<file path="src/rtl/arki_fetch_pkg.sv">
// rtl/arki_fetch_pkg.sv - shared types and constants for the LEGv8 IF stage
package arki_fetch_pkg;
    localparam int PC_W    = 64;
    localparam int INSTR_W = 32;
    localparam int IMEM_AW = 6;
    localparam logic [INSTR_W-1:0] NOP_INSTR = 32'hd503201f;

    typedef struct packed {
        logic [PC_W-1:0]    pc;
        logic [INSTR_W-1:0] instr;
        logic               valid;
    } if_id_t;

    function automatic if_id_t bubble();
        if_id_t b;
        b.pc    = '0;
        b.instr = NOP_INSTR;
        b.valid = 1'b0;
        return b;
    endfunction
endpackage

</file>
<file path="src/rtl/fetch_pc_reg.sv">
// rtl/fetch_pc_reg.sv - program counter with next-pc select and ROM range check
module fetch_pc_reg
    import arki_fetch_pkg::*;
#(
    parameter int N = PC_W
) (
    input  logic         clk,
    input  logic         reset,
    input  logic         stall,
    input  logic         redirect,
    input  logic [N-1:0] redirect_pc,
    output logic [N-1:0] pc,
    output logic         in_range
);
    logic [N-1:0] pc_q;
    logic [N-1:0] pc_d;

    assign pc       = pc_q;
    assign in_range = (pc_q[N-1:8] == '0);

    // An out-of-range pc parks here until a redirect pulls it back.
    always_comb begin
        pc_d = pc_q;
        if (redirect) begin
            pc_d = redirect_pc & ~N'(3);
        end else if (!stall && in_range) begin
            pc_d = pc_q + N'(4);
        end
    end

    always_ff @(posedge clk or posedge reset) begin
        if (reset) begin
            pc_q <= '0;
        end else begin
            pc_q <= pc_d;
        end
    end
endmodule

</file>
<file path="src/rtl/fetch_stage.sv">
// rtl/fetch_stage.sv - LEGv8 IF stage: ROM addressing, IF/ID register, fault flag, fetch counter
module fetch_stage
    import arki_fetch_pkg::*;
#(
    parameter int N     = PC_W,
    parameter int CNT_W = 32
) (
    input  logic               clk,
    input  logic               reset,
    input  logic               stall,
    input  logic               redirect,
    input  logic [N-1:0]       redirect_pc,
    input  logic               flush,
    output logic [IMEM_AW-1:0] imem_addr,
    input  logic [INSTR_W-1:0] imem_q,
    output logic [N-1:0]       if_id_pc,
    output logic [INSTR_W-1:0] if_id_instr,
    output logic               if_id_valid,
    output logic               fetch_fault,
    output logic [CNT_W-1:0]   fetch_count
);
    logic [N-1:0] pc;
    logic         in_range;

    if_id_t           if_id_q, if_id_d;
    logic             fault_q, fault_d;
    logic [CNT_W-1:0] count_q, count_d;

    fetch_pc_reg #(.N(N)) u_pc (
        .clk         (clk),
        .reset       (reset),
        .stall       (stall),
        .redirect    (redirect),
        .redirect_pc (redirect_pc),
        .pc          (pc),
        .in_range    (in_range)
    );

    assign imem_addr   = pc[IMEM_AW+1:2];
    assign if_id_pc    = N'(if_id_q.pc);
    assign if_id_instr = if_id_q.instr;
    assign if_id_valid = if_id_q.valid;
    assign fetch_fault = fault_q;
    assign fetch_count = count_q;

    always_comb begin
        if_id_d = if_id_q;
        fault_d = fault_q;
        count_d = count_q;
        if (redirect) begin
            if_id_d = bubble();
            if (redirect_pc[1:0] != 2'b00) begin
                fault_d = 1'b1;
            end
        end else if (flush) begin
            if_id_d = bubble();
        end else if (!stall) begin
            if (in_range) begin
                if_id_d.pc    = PC_W'(pc);
                if_id_d.instr = imem_q;
                if_id_d.valid = 1'b1;
                if (count_q != '1) begin
                    count_d = count_q + CNT_W'(1);
                end
            end else begin
                if_id_d = bubble();
                fault_d = 1'b1;
            end
        end
    end

    always_ff @(posedge clk or posedge reset) begin
        if (reset) begin
            if_id_q <= bubble();
            fault_q <= 1'b0;
            count_q <= '0;
        end else begin
            if_id_q <= if_id_d;
            fault_q <= fault_d;
            count_q <= count_d;
        end
    end
endmodule
</file>
<file path="config.mk">
export PLATFORM = sky130hd
export DESIGN_NAME = fetch_stage
export DESIGN_NICKNAME = d
export VERILOG_FILES = /design/src/rtl/arki_fetch_pkg.sv /design/src/rtl/fetch_pc_reg.sv /design/src/rtl/fetch_stage.sv
export SDC_FILE = /design/constraint.sdc
export NUM_CORES = 1
export LEC_CHECK = 0
export CORE_MARGIN = 2
export CORE_UTILIZATION = 50
export CTS_CLUSTER_DIAMETER = 120
export DETAILED_ROUTE_END_ITERATION = 7
export GPL_TIMING_DRIVEN = 0
export PLACE_DENSITY = 0.85
export RECOVER_POWER = 100
export SLEW_MARGIN = 20
export SYNTH_ARGS = -nofsm -noshare
export SYNTH_HDL_FRONTEND = slang
export SYNTH_SLANG_ARGS = --single-unit
</file>
<file path="constraint.sdc">
create_clock -name clk -period 18.3 [get_ports clk]
set_clock_uncertainty 0.05 [all_clocks]
set_input_delay 4.575 -clock clk [delete_from_list [all_inputs] [get_ports clk]]
set_output_delay 4.575 -clock clk [all_outputs]
set_load 0.01 [all_outputs]
</file>
==> flow_metrics.py, run 1 <==
metrics = {
    "status": {
        "outcome": "finished, violations left",
        "violations": "capacitance limit, slew limit",
    },
    "power": {
        "p_int_mw": 0.673,
        "power_frac_seq_pct": 51.9,
        "power.density_mw_per_mm2": 81.3,
        "ir_drop_v": 0.0000650,
        "swShare_pct": 21.9,
        "p_switching_mw": 0.189,
        "pwr-share-comb_pct": 7.7,
        "p_total_mw": 0.862,
        "p_leak_nw": 5.09,
        "pwr-share-clk_pct": 40.4,
    },
    "logic_synthesis": {
        "synth_cell_types": 39,
        "async_flop_share_pct": 100,
        "syn_avg_cell_area_sq_um": 13.2,
        "synth_flop_cell": "dfrtp_1",
        "netlist_area_sq_mm": 0.00747,
        "synth_edf_count": 0,
        "synth_nets": 668,
        "synthCells": 565,
        "ys_seq_area_share_pct": 64.2,
        "synth_warnings": 0,
        "ys_seq_elements": 191,
    },
    "worst_setup_path": {
        "required_ps": 18050,
        "max_stage_delay_ps": 2350,
        "crit_family": "buffers and inverters",
        "crit_chain": "dlygate4sd3_1 -> clkinvlp_2",
        "worst-path-buf-inv": 2,
        "cp_max_fo": 96,
        "crit_path_start_kind": "input port",
        "worstPathArrival_ps": 7580,
        "r2r_slack_ps": 15270,
        "cp_slowest_cell": "clkinvlp_2",
        "crit_path_end_kind": "asynchronous set/reset pin",
        "worstSetupPathType": "in2async",
    },
    "timing": {
        "finalCritPeriodShare_pct": 42.8,
        "hold_slack_ps": 425,
        "max_freq_mhz": 128,
        "rsz0062_at_grt": "no",
        "fin_tns_setup_ps": 0,
        "finalHoldViolations": 0,
        "relSlewSlack_pct": -183,
        "setup_ws_ps": 10470,
        "timing.final.max_slew_violations": 96,
        "finalSetupViolCount": 0,
        "worst_slew_pin_slew_ps": 4220,
        "finalCriticalPeriod_ps": 7830,
    },
    "die": {
        "coreArea_sq_mm": 0.0146,
        "die_h_um": 126,
        "die_w_um": 126,
        "die_area_sq_mm": 0.0159,
        "rows": 44,
        "initial_core_util_pct": 51.2,
        "io_pins": 237,
    },
    "clock_network": {
        "postCtsHoldBufs": 0,
        "cts.sinks": 191,
        "path_clk_slew_ps": 70,
        "clk_latency_ps": 420,
        "clock_path_buffers": 2,
        "cts_setup_buffers": 0,
        "cts_buffers": 17,
        "cts-resized-gates": 0,
        "cts_htree_levels": 4,
        "cts_tree": "done",
        "clockRootBuffer": "clkbuf_16",
    },
    "drt": {
        "ant_nets": 0,
        "first_pass_iters": 4,
        "drt_wl_total_um": 19100,
        "vias": 5521,
        "via_per_inst": 5.43,
        "drcViolationCount": 0,
        "first_iter_violations": 329,
        "wl_per_cell_um": 18.8,
    },
    "placement": {
        "port_buffers": 235,
        "dp_slack_ps": 10830,
        "hpwl_um": 14200,
        "place.gp.congestion": 0.867,
    },
    "min_path": {
        "hp-class": "reg2reg",
    },
    "finish": {
        "num_antenna_cells": 0,
        "drive_gt1_share_pct": 13.2,
        "areaGrowthSynthToFinish_pct": 41.9,
        "nets": 923,
    },
    "job": {
        "cap_violations": 1,
    },
    "grt": {
        "first_global_vias": 5845,
        "grt_usage_pct": 24.8,
        "grt_pass1_wl_um": 30800,
        "grt_max_degree": 97,
        "grt_overflow": 0,
        "antenna_found_initial": 0,
    },
}
-- Yosys cell counts (2+ instances only) --
library cell,count,area (sq um)
nand2_1,25,93.8
nand3_1,18,90.1
buf_6,2,22.5
and2_1,3,18.8
nand4_1,14,87.6
mux2_2,58,653
xnor2_1,21,184
and3_1,67,419
buf_4,7,52.6
or4_4,2,22.5
a22o_1,24,210
or3_1,3,18.8
nor3_1,10,50.1
nor2_1,13,48.8
xor2_1,14,123
dfrtp_1,178,4450
ha_1,2,25.0
and4_1,5,43.8
nor4_1,16,100
dfstp_2,13,342
clkbuf_1,31,116
o22a_1,13,114
nand2b_1,2,12.5
inv_1,4,15.0
o21ai_0,6,30.0
-- power groups by stage --
stage | Clock [mW] | Combinational (mW) | Sequential, mW
after floorplan | 0 | 0.0321 | 0.452
after global placement | 0 | 0.0641 | 0.454
after detailed placement | 0 | 0.0679 | 0.455
after CTS | 0.355 | 0.0685 | 0.447
after global routing | 0.374 | 0.0722 | 0.449
final | 0.349 | 0.0661 | 0.447
-- flip-flops by register name, indices dropped and copies added, names as in the netlist --
| signal | cells |
|---|---|
| u_pc.pc | 62 |
| fetch_count | 32 |
| if_id_valid | 1 |
| fetch_fault | 1 |
| if_id_pc | 63 |
| if_id_instr | 32 |
-- metal layers --
layer  part of all wire [%]  global-route usage, %
met1                     40                   30.2
met2                     49                   41.5
met3                    7.8                   7.52
met4                    2.3                   9.89
met5                      0                      0
-- per-stage QoR --
step                cells  util (%)  instance area (sq um)
floorplan             565         -                   7470
global placement      984      68.9                  10100
detailed placement    985      69.2                  10100
CTS                  1017      73.0                  10700
global route         1017      72.7                  10600
finish               1017      72.7                  10600
-- cells by family after synthesis --
logic type | synth area share [%]
compound gates | 5.04
xor+xnor | 4.10
fa+ha+maj | 0.335
buf+inv | 2.81
flops | 64.2
mux | 8.74
simple gates | 14.8
-- cell usage in the layout, fill, tap and decap left out, types with 5 or more instances in the layout --
cell type / synthesis / final
nor2_1: 13 / 13
nand3_1: 18 / 18
dlygate4sd3_1: 0 / 139
nand4_1: 14 / 14
o21ai_0: 6 / 6
a22o_1: 24 / 24
buf_4: 7 / 7
clkbuf_16: 0 / 17
and3_1: 67 / 67
o22a_1: 13 / 13
nor4_1: 16 / 17
xnor2_1: 21 / 21
clkbuf_1: 31 / 36
clkdlybuf4s50_1: 0 / 96
xor2_1: 14 / 14
nand2_1: 25 / 25
and4_1: 5 / 5
nor3_1: 10 / 10
mux2_2: 58 / 57
dfstp_2: 13 / 13
dfrtp_1: 178 / 178
-- final cells by class --
class / instances / area, sq um
multi-input cells: 329 / 2440
well taps: 184 / 230
clock buffers: 23 / 478
flip-flops and latches: 191 / 4800
inverters: 4 / 16.3
repair buffers: 236 / 2380
clock inverters: 9 / 83.8
fillers: 974 / 3980
plain buffers: 41 / 180
-- path summary, 6_finish.rpt --
kind	from	end	cells after the start
worst min-delay path	if_id_valid	if_id_valid	2
worst min register to register	if_id_valid	if_id_valid	2
max in group clk	stall	fetch_count[28]	7
worst max-delay path	reset	if_id_pc[46]	2
min in group asynchronous	reset	if_id_pc[32]	2
worst max register to register	u_pc.pc[60]	fetch_count[28]	7
Power figures use the tool's default switching activity.
==> run 2: changes to the inputs <==
--- a/config.mk
+++ b/config.mk
@@ -6,11 +6,11 @@
 export NUM_CORES = 1
 export LEC_CHECK = 0
 export CORE_MARGIN = 2
-export CORE_UTILIZATION = 50
+export CORE_UTILIZATION = 42
 export CTS_CLUSTER_DIAMETER = 120
 export DETAILED_ROUTE_END_ITERATION = 7
 export GPL_TIMING_DRIVEN = 0
-export PLACE_DENSITY = 0.85
+export PLACE_DENSITY = 0.76
 export RECOVER_POWER = 100
 export SLEW_MARGIN = 20
 export SYNTH_ARGS = -nofsm -noshare
==> constraint.sdc (replaced) <==
create_clock -name clk -period 6.6 [get_ports clk]
set_clock_uncertainty 0.05 [all_clocks]
set_input_delay 1.65 -clock clk [delete_from_list [all_inputs] [get_ports clk]]
set_output_delay 1.65 -clock clk [all_outputs]
set_load 0.01 [all_outputs]
==> run 2 against run 1 <==
Compared with the run above: the flow still finishes with violations (capacitance limit, slew limit); critical path depth rose by 4; count of clock-buffer cells in the layout fell by 6; die area rose by 18%; power rose to 2.9 times the previous value; first-iteration DRC count fell by 33%; cell area rose by 1.4%; via count rose by 0.38%; largest power group unchanged.
==> flow_metrics.py, run 2 (synthesis results as in run 1) <==
metrics = {
    "clock_network": {
        "cts_setup_buffers": 0,
        "cts_tree": "done",
        "clockRootBuffer": "clkbuf_16",
        "cts_htree_levels": 4,
        "cts.sinks": 191,
        "clk_latency_ps": 420,
        "cts_buffers": 17,
        "path_clk_slew_ps": 70,
        "postCtsHoldBufs": 0,
        "clock_path_buffers": 2,
        "cts-resized-gates": 0,
    },
    "status": {
        "outcome": "finished, violations left",
        "violations": "capacitance limit, slew limit",
    },
    "grt": {
        "first_global_vias": 5724,
        "antenna_found_initial": 1,
        "grt_usage_pct": 20.7,
        "grt_max_degree": 38,
        "grt_pass1_wl_um": 30100,
        "grt_overflow": 0,
    },
    "timing": {
        "fin_tns_setup_ps": 0,
        "finalCritPeriodShare_pct": 73.8,
        "hold_slack_ps": 429,
        "worst_slew_pin_slew_ps": 1840,
        "finalHoldViolations": 0,
        "rsz0062_at_grt": "no",
        "timing.final.max_slew_violations": 71,
        "max_freq_mhz": 205,
        "finalCriticalPeriod_ps": 4870,
        "relSlewSlack_pct": -23.0,
        "finalSetupViolCount": 0,
    },
    "job": {
        "cap_violations": 3,
    },
    "worst_setup_path": {
        "cpMostUsedCell": "clkbuf_1",
        "max_stage_delay_ps": 1160,
        "crit_family": "buffers and inverters",
        "setup.worst_path.start": "reset",
        "cp_slowest_cell": "clkbuf_1",
        "worstPathArrival_ps": 5450,
        "worstRegToRegCells": 7,
        "worst-path-buf-inv": 6,
        "required_ps": 7180,
        "r2r_start": "u_pc.pc[27]",
        "crit_path_end_kind": "asynchronous set/reset pin",
        "crit_path_start_kind": "input port",
        "crit_chain": "dlygate4sd3_1 -> clkinvlp_2 -> clkbuf_1 -> clkbuf_1 -> buf_16 -> buf_12",
        "worstSetupPathType": "in2async",
        "r2r_slack_ps": 3480,
        "timing.rr.end": "fetch_count[6]",
        "cp_max_fo": 28,
    },
    "die": {
        "initial_core_util_pct": 43.1,
        "die_w_um": 137,
        "die_h_um": 137,
        "rows": 48,
        "io_pins": 237,
        "coreArea_sq_mm": 0.0174,
        "die_area_sq_mm": 0.0189,
    },
    "finish": {
        "layout_common_cells": "178 x dfrtp_1, 139 x dlygate4sd3_1, 96 x clkdlybuf4s50_1",
        "drive_gt1_share_pct": 13.7,
        "fillers": 1330,
        "final_common_cell": "dfrtp_1",
        "areaGrowthSynthToFinish_pct": 43.9,
        "fin_area_sq_mm": 0.0108,
        "largest_reg_flops": 63,
        "nets": 928,
        "num_antenna_cells": 0,
        "fin_cells": 1063,
    },
    "placement": {
        "place_inst": 1031,
        "place.gp.congestion": 0.807,
        "port_buffers": 235,
        "place_area_sq_mm": 0.0102,
        "hpwl_um": 14500,
    },
    "drt": {
        "via_per_inst": 5.21,
        "drt_wl_total_um": 19000,
        "drcViolationCount": 0,
        "first_pass_iters": 5,
        "first_iter_violations": 221,
        "vias": 5542,
        "wl_per_cell_um": 17.9,
        "ant_nets": 0,
    },
    "power": {
        "p_leak_nw": 5.14,
        "p_total_mw": 2.49,
        "ir_drop_v": 0.000171,
        "power.density_mw_per_mm2": 231,
    },
    "min_path": {
        "hold_depth": 1,
        "holdPathEnd": "fetch_fault",
        "hp-class": "reg2reg",
        "min_from": "fetch_fault",
    },
}
==> run 2: cell types whose count changed in the layout (fill, tap and decap cells not counted), moves of 2 or more <==
cell        before  now
clkbuf_8         3    0
clkinv_8         0    2
clkinvlp_4       3    0
inv_6            1    4
inv_8            0    4
==> run 2: worst max-delay path by stage <==
stage          slack (ps)  cells after the start              to
6_report             1730                      6     u_pc.pc[35]
5_1_grt              1160                      6     u_pc.pc[60]
4_1_cts              2320                      7  fetch_count[6]
3_5_place_dp         1880                      7  fetch_count[6]
3_3_place_gp         1190                      2     u_pc.pc[40]
2_1_floorplan        2450                      1  fetch_count[0]
==> run 2: power by group <==
part	total [mW]	leakage, nW	switching (mW)	internal (mW)
clock network	1.07	0.306	0.485	0.581
registers	1.24	2.47	0.0282	1.21
logic	0.183	2.37	0.0759	0.107
==> run 2: per-stage QoR <==
step	utilization, %	setup slack, ps
finish	62.0	1730
floorplan	-	2450
detailed placement	59.0	1880
CTS	62.6	2320
global route	62.0	1160
global placement	58.3	1190
==> run 2: area by class of cell <==
type	count	area, sq um	share of cell area, %
inverters	4	16.3	0.151
flip-flops and latches	191	4800	44.6
multi-input cells	329	2440	22.7
clock inverters	15	195	1.82
plain buffers	41	180	1.68
repair buffers	241	2410	22.5
clock buffers	17	425	3.96
well taps	225	282	2.62
==> run 2: metal layers <==
metal	track usage, %	share of wire, %	wire (um)
met1	26.3	41	7870
met2	34.2	50	9450
met3	4.89	5.8	1100
met4	8.30	2.8	534
met5	0	0.069	13
==> run 3: changes to the inputs <==
==> constraint.sdc (replaced) <==
create_clock -name clk -period 4.1 [get_ports clk]
set_clock_uncertainty 0.05 [all_clocks]
set_input_delay 1.025 -clock clk [delete_from_list [all_inputs] [get_ports clk]]
set_output_delay 1.025 -clock clk [all_outputs]
set_load 0.01 [all_outputs]
==> run 3 against run 2 <==
Compared with the run above: combinational power up 63%; sequential share of layout area shrank 0.17 points; highest routed layer unchanged; sequential power up 60%; global-route usage unchanged; power rose by 61%; first-iteration DRC count decreased by 1.8%; the run still ends with capacitance limit, slew limit left; die area stayed put; worst hold slack about the same; largest power group unchanged; register-to-register slack got worse by 2500 ps; core utilization is 0.24 points higher.
==> flow_metrics.py, run 3 (synthesis results as in run 1) <==
metrics = {
    "grt": {
        "antenna_found_initial": 1,
        "grt_overflow": 0,
        "grt_max_degree": 38,
        "first_global_vias": 5724,
        "grt_pass1_wl_um": 30100,
        "grt_usage_pct": 20.7,
    },
    "finish": {
        "final_common_cell": "dfrtp_1",
        "nets": 928,
        "largest_reg_flops": 63,
        "areaGrowthSynthToFinish_pct": 44.4,
        "drive_gt1_share_pct": 14.0,
        "layout_common_cells": "178 x dfrtp_1, 139 x dlygate4sd3_1, 96 x clkdlybuf4s50_1",
        "fin_area_sq_mm": 0.0108,
        "finish.utilization_pct": 62.2,
        "num_antenna_cells": 0,
        "fillers": 1324,
    },
    "timing": {
        "timing.final.max_slew_violations": 38,
        "finalCritPeriodShare_pct": 92.4,
        "setup_ws_ps": 312,
        "relSlewSlack_pct": -2.06,
        "hold_slack_ps": 429,
        "finalHoldViolations": 0,
        "rsz0062_at_grt": "no",
        "finalSetupViolCount": 0,
        "finalCriticalPeriod_ps": 3790,
        "max_freq_mhz": 264,
        "worst_slew_pin_slew_ps": 1530,
    },
    "min_path": {
        "hp-class": "reg2reg",
        "holdPathEnd": "fetch_fault",
        "min_from": "fetch_fault",
        "hold_depth": 1,
    },
    "status": {
        "outcome": "finished, violations left",
        "violations": "capacitance limit, slew limit",
    },
    "clock_network": {
        "cts_htree_levels": 4,
        "cts_tree": "done",
        "path_clk_slew_ps": 70,
        "cts_buffers": 17,
        "cts-resized-gates": 0,
        "cts.sinks": 191,
        "postCtsHoldBufs": 0,
        "cts_setup_buffers": 0,
        "clockRootBuffer": "clkbuf_16",
        "clock_path_buffers": 2,
        "clk_latency_ps": 420,
    },
    "die": {
        "die_h_um": 137,
        "coreArea_sq_mm": 0.0174,
        "io_pins": 237,
        "die_area_sq_mm": 0.0189,
        "rows": 48,
        "initial_core_util_pct": 43.1,
        "die_w_um": 137,
    },
    "power": {
        "ir_drop_v": 0.000274,
        "p_total_mw": 4.01,
        "pwr-share-comb_pct": 7.5,
        "power_frac_seq_pct": 49.7,
        "pwr-share-clk_pct": 42.8,
        "power.density_mw_per_mm2": 371,
        "p_leak_nw": 5.17,
        "p_switching_mw": 0.947,
        "p_int_mw": 3.06,
        "swShare_pct": 23.6,
    },
    "drt": {
        "ant_nets": 0,
        "via_per_inst": 5.19,
        "vias": 5521,
        "first_iter_violations": 217,
        "drcViolationCount": 0,
        "drt_wl_total_um": 19000,
        "wl_per_cell_um": 17.9,
        "first_pass_iters": 5,
    },
    "placement": {
        "dp_slack_ps": 5.50,
        "port_buffers": 235,
        "place.gp.congestion": 0.807,
        "place_area_sq_mm": 0.0102,
        "hpwl_um": 14500,
    },
    "worst_setup_path": {
        "crit_chain": "dlygate4sd3_1 -> or3_1 -> or4_1 -> nor2_1 -> clkbuf_1 -> nand4_1 -> xnor2_1",
        "crit_family": "simple AND/OR/NAND/NOR gates",
        "worstSetupPathType": "in2reg",
        "r2r_slack_ps": 950,
        "required_ps": 4350,
        "worstRegToRegCells": 7,
        "crit_path_start_kind": "input port",
        "max_stage_delay_ps": 690,
        "worst-path-buf-inv": 2,
        "r2r_start": "u_pc.pc[27]",
        "timing.rr.end": "fetch_count[6]",
        "cp_slowest_cell": "dlygate4sd3_1",
        "worstPathArrival_ps": 4040,
        "crit_path_end_kind": "flop",
        "cp_max_fo": 10,
    },
    "job": {
        "cap_violations": 1,
    },
}
[run 3: cell count changes in the layout (fill, tap and decap cells not counted)]
cell,change
dlymetal6s4s_1,+1
clkbuf_1,-3
buf_12,+2
[run 3: worst max-delay path by stage]
stage	from	to	slack [ps]	cells after the start
2_1_floorplan	reset	fetch_count[0]	570	1
3_3_place_gp	reset	u_pc.pc[40]	-680	2
3_5_place_dp	stall	fetch_count[6]	6	7
4_1_cts	stall	fetch_count[6]	440	7
5_1_grt	stall	fetch_count[3]	180	7
6_report	stall	fetch_count[6]	310	7
[run 3: routing by layer]
metal	track usage (%)	share of wire (%)	vias to the layer above	wire length, um
met5	0	0.068	-	13
met4	8.30	2.7	2	519
met3	4.89	5.8	34	1090
met2	34.2	50	195	9470
met1	26.3	42	2730	7880
li1	-	-	2560	-
[run 3: final cells by class]
class / instances / area (sq um) / area share [%]
Multi-Input combinational cell: 329 / 2440 / 22.6
Sequential cell: 191 / 4800 / 44.4
Clock inverter: 15 / 195 / 1.81
Tap cell: 225 / 282 / 2.61
Timing Repair Buffer: 241 / 2460 / 22.8
Clock buffer: 17 / 425 / 3.94
Buffer: 41 / 180 / 1.67
Inverter: 4 / 16.3 / 0.151
[run 3: power by group through the flow]
stage / Sequential (mW) / Combinational (mW) / Clock, mW
final: 1.99 / 0.299 / 1.71
after global routing: 2.00 / 0.329 / 1.84
after CTS: 1.99 / 0.316 / 1.76
after detailed placement: 2.03 / 0.314 / 0
after global placement: 2.03 / 0.286 / 0
after floorplan: 2.02 / 0.144 / 0
[run 3: stage by stage]
| stage | instances | TNS, ps |
|---|---|---|
| after global placement | 1025 | -118840 |
| after global routing | 1063 | 0 |
| after CTS | 1063 | 0 |
| final | 1063 | 0 |
| after floorplan | 565 | 0 |
| after detailed placement | 1031 | 0 |
